--- config.mk ---
export PLATFORM = sky130hd
export DESIGN_NAME = mem_bus_arbiter
export DESIGN_NICKNAME = d
export VERILOG_FILES = /design/src/rtl/mem_bus_arbiter.sv
export SDC_FILE = /design/constraint.sdc
export NUM_CORES = 1
export LEC_CHECK = 0
export BUFFER_PORTS_ARGS = -buffer_cell sky130_fd_sc_hd__buf_2
export CELL_PAD_IN_SITES_DETAIL_PLACEMENT = 0
export CELL_PAD_IN_SITES_GLOBAL_PLACEMENT = 1
export CORE_ASPECT_RATIO = 1.4
export CORE_MARGIN = 2
export CORE_UTILIZATION = 36
export CTS_CLUSTER_DIAMETER = 150
export CTS_CLUSTER_SIZE = 24
export DETAILED_ROUTE_END_ITERATION = 8
export PLACE_DENSITY_LB_ADDON = 0.1
export SETUP_SLACK_MARGIN = 0.1
export SYNTH_ARGS = -nofsm -noshare
export SYNTH_HDL_FRONTEND = slang
export SYNTH_SLANG_ARGS = --single-unit
--- constraint.sdc ---
create_clock -name clock -period 4.5 [get_ports clock]
set_clock_uncertainty 0.1 [all_clocks]
set_input_delay 0.9 -clock clock [delete_from_list [all_inputs] [get_ports clock]]
set_output_delay 0.9 -clock clock [all_outputs]
set_load 0.01 [all_outputs]
--- src/rtl/mem_bus_arbiter.sv ---
// mem_bus_arbiter: two-port round-robin arbiter and access sequencer for the
// shared EPROM/RAM bus. Port 0 is the processor, port 1 the DMA/IO master.
// Each access holds the selected strobe low for WAIT_CYCLES cycles, then
// returns read data and pulses the granted port's ack. Writes into the
// EPROM window are not strobed and are reported through err.
module mem_bus_arbiter #(
    parameter int                ADDR_W      = 24,
    parameter int                DATA_W      = 8,
    parameter int                WAIT_CYCLES = 2,
    parameter logic [ADDR_W-1:0] ROM_BASE    = ADDR_W'(24'hFF0000)
) (
    input  logic              clock,
    input  logic              reset_,
    input  logic              req0,
    input  logic              req1,
    input  logic [ADDR_W-1:0] addr0,
    input  logic [ADDR_W-1:0] addr1,
    input  logic              we0,
    input  logic              we1,
    input  logic [DATA_W-1:0] wdata0,
    input  logic [DATA_W-1:0] wdata1,
    output logic              ack0,
    output logic              ack1,
    output logic              err0,
    output logic              err1,
    output logic [DATA_W-1:0] rdata,
    output logic [ADDR_W-1:0] mem_addr,
    output logic [DATA_W-1:0] mem_wdata,
    output logic              mem_rd_,
    output logic              mem_we_,
    input  logic [DATA_W-1:0] mem_rdata
);

    localparam int NUM_PORTS = 2;
    localparam int CNT_W     = 4;

    typedef enum logic [1:0] {
        IDLE   = 2'd0,
        ACCESS = 2'd1,
        DONE   = 2'd2
    } state_t;

    // Request side gathered into per-port packed vectors so selection is a
    // simple index by port number.
    logic [NUM_PORTS-1:0]             req;
    logic [NUM_PORTS-1:0]             we;
    logic [NUM_PORTS-1:0][ADDR_W-1:0] addr;
    logic [NUM_PORTS-1:0][DATA_W-1:0] wdata;

    assign req   = {req1, req0};
    assign we    = {we1, we0};
    assign addr  = {addr1, addr0};
    assign wdata = {wdata1, wdata0};

    state_t               state_q, state_n;
    logic                 last_grant_q, last_grant_n;
    logic                 grant_q, grant_n;
    logic [CNT_W-1:0]     cnt_q, cnt_n;
    logic                 is_rd_q, is_rd_n;
    logic                 blocked_q, blocked_n;
    logic [ADDR_W-1:0]    mem_addr_q, mem_addr_n;
    logic [DATA_W-1:0]    mem_wdata_q, mem_wdata_n;
    logic                 mem_rd_q, mem_rd_n;
    logic                 mem_we_q, mem_we_n;
    logic [DATA_W-1:0]    rdata_q, rdata_n;
    logic [NUM_PORTS-1:0] ack_q, ack_n;
    logic [NUM_PORTS-1:0] err_q, err_n;

    // Port selection: a lone requester wins outright; on a tie the port
    // that was not served last wins.
    logic sel;
    logic sel_blocked;

    always_comb begin
        sel = 1'b0;
        if (req == 2'b11) begin
            sel = ~last_grant_q;
        end else begin
            sel = req[1];
        end
        sel_blocked = we[sel] && (addr[sel] >= ROM_BASE);
    end

    // State register.
    always_ff @(posedge clock) begin
        if (!reset_) begin
            state_q <= IDLE;
        end else begin
            state_q <= state_n;
        end
    end

    // Next-state and next-output logic; every registered output is computed
    // here so the bus pins come straight from flops.
    always_comb begin
        state_n      = state_q;
        last_grant_n = last_grant_q;
        grant_n      = grant_q;
        cnt_n        = cnt_q;
        is_rd_n      = is_rd_q;
        blocked_n    = blocked_q;
        mem_addr_n   = mem_addr_q;
        mem_wdata_n  = mem_wdata_q;
        mem_rd_n     = mem_rd_q;
        mem_we_n     = mem_we_q;
        rdata_n      = rdata_q;
        ack_n        = ack_q;
        err_n        = err_q;

        case (state_q)
            IDLE: begin
                if (|req) begin
                    grant_n      = sel;
                    last_grant_n = sel;
                    mem_addr_n   = addr[sel];
                    mem_wdata_n  = wdata[sel];
                    is_rd_n      = ~we[sel];
                    blocked_n    = sel_blocked;
                    cnt_n        = CNT_W'(WAIT_CYCLES);
                    // Strobe goes low on the grant edge; a blocked EPROM
                    // write still runs the full timing but never strobes.
                    mem_rd_n     = we[sel];
                    mem_we_n     = ~(we[sel] && !sel_blocked);
                    state_n      = ACCESS;
                end
            end

            ACCESS: begin
                cnt_n = cnt_q - CNT_W'(1);
                if (cnt_q == CNT_W'(1)) begin
                    mem_rd_n = 1'b1;
                    mem_we_n = 1'b1;
                    if (is_rd_q) begin
                        rdata_n = mem_rdata;
                    end
                    ack_n[grant_q] = 1'b1;
                    err_n[grant_q] = blocked_q;
                    state_n        = DONE;
                end
            end

            DONE: begin
                // Requests are ignored here so every master sees a free
                // cycle after its ack to drop req.
                ack_n   = '0;
                err_n   = '0;
                state_n = IDLE;
            end

            default: begin
                state_n  = IDLE;
                mem_rd_n = 1'b1;
                mem_we_n = 1'b1;
                ack_n    = '0;
                err_n    = '0;
            end
        endcase
    end

    // Datapath and output registers; reset abandons any access in flight.
    always_ff @(posedge clock) begin
        if (!reset_) begin
            last_grant_q <= 1'b1;
            grant_q      <= 1'b0;
            cnt_q        <= '0;
            is_rd_q      <= 1'b0;
            blocked_q    <= 1'b0;
            mem_addr_q   <= '0;
            mem_wdata_q  <= '0;
            mem_rd_q     <= 1'b1;
            mem_we_q     <= 1'b1;
            rdata_q      <= '0;
            ack_q        <= '0;
            err_q        <= '0;
        end else begin
            last_grant_q <= last_grant_n;
            grant_q      <= grant_n;
            cnt_q        <= cnt_n;
            is_rd_q      <= is_rd_n;
            blocked_q    <= blocked_n;
            mem_addr_q   <= mem_addr_n;
            mem_wdata_q  <= mem_wdata_n;
            mem_rd_q     <= mem_rd_n;
            mem_we_q     <= mem_we_n;
            rdata_q      <= rdata_n;
            ack_q        <= ack_n;
            err_q        <= err_n;
        end
    end

    assign ack0      = ack_q[0];
    assign ack1      = ack_q[1];
    assign err0      = err_q[0];
    assign err1      = err_q[1];
    assign rdata     = rdata_q;
    assign mem_addr  = mem_addr_q;
    assign mem_wdata = mem_wdata_q;
    assign mem_rd_   = mem_rd_q;
    assign mem_we_   = mem_we_q;

endmodule

# After elaboration in Yosys (flattened, before gate mapping)
# Cells that the tools add are included.
dict set report totals {
  register_bits 56
  inputBits 78
  output_inout_bits 46
}
dict set report classes {
  add_sub_neg 1
  order_cmp 4
  n_eq_ne 6
  n_mux 24
  bitwise 6
  n_reduce_logical 13
}
# op count
set op_table {}
lappend op_table {{two-way mux 24 bit} 2}
lappend op_table {{>= comparator 24 bit (second input constant)} 1}
lappend op_table {{two-way mux 8 bit} 2}
lappend op_table {{one-hot mux 2 bit (2 select lines)} 3}
lappend op_table {{two-way mux 2 bit} 4}
lappend op_table {{one-hot mux 4 bit (2 select lines)} 1}
lappend op_table {{AND reduction 2 bit} 4}
lappend op_table {{two-way mux 1 bit} 7}
lappend op_table {{one-hot mux 1 bit (3 select lines)} 2}
lappend op_table {{AND reduction 3 bit} 2}
lappend op_table {{inverter 1 bit} 5}
lappend op_table {{== test 2 bit (second input constant)} 2}
lappend op_table {{== test 4 x 1 -> 1 bit (second input constant)} 1}
lappend op_table {{< comparator 1 x 2 -> 1 bit (second input constant)} 2}
lappend op_table {{two-way mux 4 bit} 1}
lappend op_table {{!= test 2 bit (second input constant)} 2}
lappend op_table {{subtractor 4 x 1 -> 4 bit (second input constant)} 1}
lappend op_table {{logical AND 1 bit} 3}
lappend op_table {{bitwise mux 2 bit} 1}
lappend op_table {{== test 2 x 1 -> 1 bit (second input constant)} 1}
lappend op_table {{logical NOT 2 bit} 1}
lappend op_table {{OR 2 bit} 1}
lappend op_table {{nonzero test 2 bit} 1}
lappend op_table {{OR reduction 2 bit} 1}
lappend op_table {{3 further kinds} 3}

# Logic depth before layout (Yosys ltp)
dict set report depth {
  ltp_word 11
  ltp_mapped 6
  depth_no_buf 6
}

# Least setup slack after synthesis
# Ideal clock, no wire load.
dict set report synth_path {
  kind {input to register}
  start {in req1}
  end {reg is_rd_q}
  arrival_ps 1852
  required_time_ps 4334
  setup_slack_ps 2483
  cell_stages 5
  cell_sequence {a21boi_1 > buf_6 > mux2_4 > or2_1 > a21boi_2}
}
dict set report synth_between {
  elab_chain_len 5
  word_cells_on_any_way 7
  cone_classes {eq/ne: 1; mux: 3; bitwise: 1; reduce/logical: 2}
}
# element line_no
set synth_lines {}
lappend synth_lines {{start: declaration} 15} ;# input logic req1,
lappend synth_lines {{== test 2 bit} 76} ;# if (req == 2'b11) begin
lappend synth_lines {{two-way mux 1 bit} 76}
lappend synth_lines {{two-way mux 1 bit (implied by the code) (2 in a row)} 117} ;# is_rd_n = ~we[sel];
lappend synth_lines {{inverter 1 bit} 117}
lappend synth_lines {{end signal: assignment} 179} ;# is_rd_q <= is_rd_n;
lappend synth_lines {{end: declaration} 59} ;# logic is_rd_q, is_rd_n;
# Several ways; a longest one is shown, not always the timed one. The select of a mux whose other input is x is not followed.
# A chain may end at the register's enable or synchronous reset.

# Worst setup path in the final report
dict set report layout_path {
  start {in req1}
  end {reg mem_wdata_q[4], in the netlist mem_wdata[4]}
}
dict set report layout_between {
  elab_chain_len 4
  word_cells_on_any_way 6
  cone_classes {eq/ne: 1; mux: 3; reduce/logical: 2}
}
# element line_no
set layout_lines {}
lappend layout_lines {{== test 2 bit} 76}
lappend layout_lines {{two-way mux 1 bit} 76}
lappend layout_lines {{two-way mux 8 bit (implied by the code) (2 in a row)} 116} ;# mem_wdata_n = wdata[sel];
lappend layout_lines {{end signal: assignment} 182} ;# mem_wdata_q <= mem_wdata_n;
lappend layout_lines {{end: declaration} 62} ;# logic [DATA_W-1:0] mem_wdata_q, mem_wdata_n;
# Several ways; a longest one is shown, not always the timed one. The select of a mux whose other input is x is not followed.

==> out/qor.txt <==
Arr. time, crit path: 2540 ps
Clock Tree Buf Depth: 2
Layout Area Growth over Synthesis: 29.4%
Antenna violations before repair: 0
Die Width: 75.0 um
Pwr Density: 331 nW/um^2
Clk slew on worst S/H paths: 90 ps
Critical Setup Path Class: input port to flop
Worst hold path stage count: 2
Most frequent cells after synthesis: 56 x dfxtp_1, 42 x mux2i_1, 38 x nand2_1
Post-synth ARST share: 0%
Most numerous cell in the Yosys netlist: dfxtp_1
Core ar.: 6890 um^2
Global Route met3 Usage: 3.29%
Synthesized area per cell: 10.1 um^2
Critical Path Max Stage Delay: 760 ps
CTS H-tree depth: 2
Synth area leaders: dfxtp_1 44%, mux2i_1 17%, o211a_1 13%
Inserted Clock Buffers: 5
I/O pin cnt: 124
Final nets: 445
Run status: completed
Synth Net Count: 331
Final period util: 54.2%
Hold Path Class: flop to flop
Crit-path max FO: 25
Worst rel slew slack: 36.6%
Cells after synthesis: 251
Pre-antenna DRT Iters: 4
Overflow after GRT: 0
CTS root buf: clkbuf_8
WL final: 5960 um
Top cell type's share of synthesized area: 44.1%
Pin count of the biggest net entering global routing: 56
CTS resizes: 0
CP required: 4600 ps
Clk Latency, worst-skew pair: 300 ps
Element type at the critical path end: flop
VDD IR-drop max: 0.149 mV
Vias in the first global route: 2,051
Final setup vio count: 0
Wirelength per Cell: 12.9 um
Startpoint types: input port
Register area share after synthesis: 44.1%
Total power: 1.09 mW
Remaining antenna violation count after routing: 0
Met1 Use GR: 18.3%
FMAX: 0.410 GHz
Yosys reg bits: 56
Yosys warns: 0
Crit path buf inv count: 2
Tmin final: 2440 ps
Critical-path cell list: buf_2, a21boi_4, buf_4, mux2i_1, nand2_1, o211a_1
Top_reg_cell synth: dfxtp_1
Distinct cell type count after synthesis: 37
Final hold vios: 0
Slowest cell on the critical path: a21boi_4
Via density: 4.73
GPL Wtd Cong: 0.718
P_leak: 1.86 nW
Setup TNS Final: 0 ps
First-pass GRT wire length: 9450 um
Ant diodes: 0
CTS Sinks: 56
Rows: 36
RSZ-0062 raised after global routing: no
Number of synthesized flops with an enable pin: 0
Mapped Area: 2540 um^2
Share of cells above drive strength 1: 38.5%
Max Cap Viol: 0
Hold-fix buffers, CTS: 0
DP HPWL: 4390 um
Die Area: 7760 um^2
Routing usage on met2: 27.9%
CTS tree: built
Number of port buffers: 123
CP delay by family, top: compound AO/OA/AOI/OAI gates
Initial DRC Count: 80
Global route hottest layer: met2
Postcts setup bufs: 0
Initial Utilization: 36.9%
Max-slew violation count: 0
Leading area contributor after synthesis: dfxtp_1
DRC Markers: 0
DR vias: 2,180
Die Span Y: 103 um
Worst-Margin Slew: 949 ps
GRT Total Usage: 15.7%
Crit path depth: 6
Worst R2R Path Depth: 5
[power by group]
group | leakage [nW] | internal (mW) | switching (mW)
combinational | 1.35 | 0.118 | 0.126
sequential | 0.462 | 0.540 | 0.0258
clock | 0.0455 | 0.126 | 0.153
total | 1.86 | 0.784 | 0.305
[cell families after synthesis]
logic type	count (synthesis)	share of synthesized area [%]
mux	43	17.1
xor+xnor	1	0.345
buf+inv	22	4.83
simple gates	76	14.5
fa+ha+maj	2	0.985
compound gates	51	18.1
flops	56	44.1
[layer usage]
layer  vias up  routed length [um]
met5         -                   0
met4         0                  36
met3         2                 314
met2        54                3150
met1      1005                2460
li1       1119                   -
[cell usage in the layout, fill, tap and decap left out, drive strengths merged]
master   synthesis  layout
xnor2            1       1
inv              3       3
or2              1       1
and3b            1       1
nand2b           2       2
mux2i           42      42
o311a            1       1
a2bb2oi          1       1
mux2             1       1
a31oi            1       1
nand4            4       4
nor3             2       2
o22a             1       1
and3             3       3
nor2             8       8
o211a           32      32
a31o             1       1
nor3b            1       1
nor2b           10      10
o21a             3       3
a21boi           2       2
o21ai            4       4
clkbuf           7       8
o31ai            1       1
nand3            5       5
buf             12     126
dfxtp           56      56
nand2           38      38
nor4             1       1
ha               2       2
a21oi            3       3
a22oi            1       1
[state kept, by name, indices dropped and copies added (netlist names)]
signal and count:
mem_we_ 1, is_rd_q 1, mem_addr 24, blocked_q 1, ack_q 2, last_grant_q 1, err_q 2, mem_wdata 8
state_q 2, grant_q 1, rdata 8, cnt_q 4, mem_rd_ 1
[final cells by class]
| type | instances | area, um^2 |
|---|---|---|
| clock buffer | 8 | 90.1 |
| timing repair buffer | 126 | 638 |
| inverter | 3 | 11.3 |
| sequential | 56 | 1120 |
| multi-input combinational | 173 | 1310 |
| tap | 95 | 119 |
| fill | 728 | 3600 |
[worst reg2reg max path: stages, from the launching register on]
cell	delay [ps]
dfxtp_1	350
nor2_2	230
o21a_2	660
buf_4	440
nand2_1	100
o211a_1	130
[path summary, 6_finish.rpt]
kind | start | to | slack, ps
min reg2reg | ack_q[1]$_SDFFE_PN0P_ | ack_q[1]$_SDFFE_PN0P_ | 350
max | req1 | mem_wdata[4]$_SDFFE_PN0P_ | 2060
min | ack_q[1]$_SDFFE_PN0P_ | ack_q[1]$_SDFFE_PN0P_ | 350
max reg2reg | state_q[1]$_SDFFE_PN0P_ | mem_addr[3]$_SDFFE_PN0P_ | 2400
[through the flow]
stage                     instances  setup WS, ps  util, %  cell area [um^2]  hold WS (ps)
after floorplan                 251          2480        -              2540           347
after global placement          453          1700     46.4              3200           333
after detailed placement        453          1690     46.4              3200           342
after CTS                       461          2010     47.7              3290           357
after global routing            461          1890     47.7              3290           383
final                           461          2060     47.7              3290           349
No activity file was read; power rests on OpenSTA's default activity.
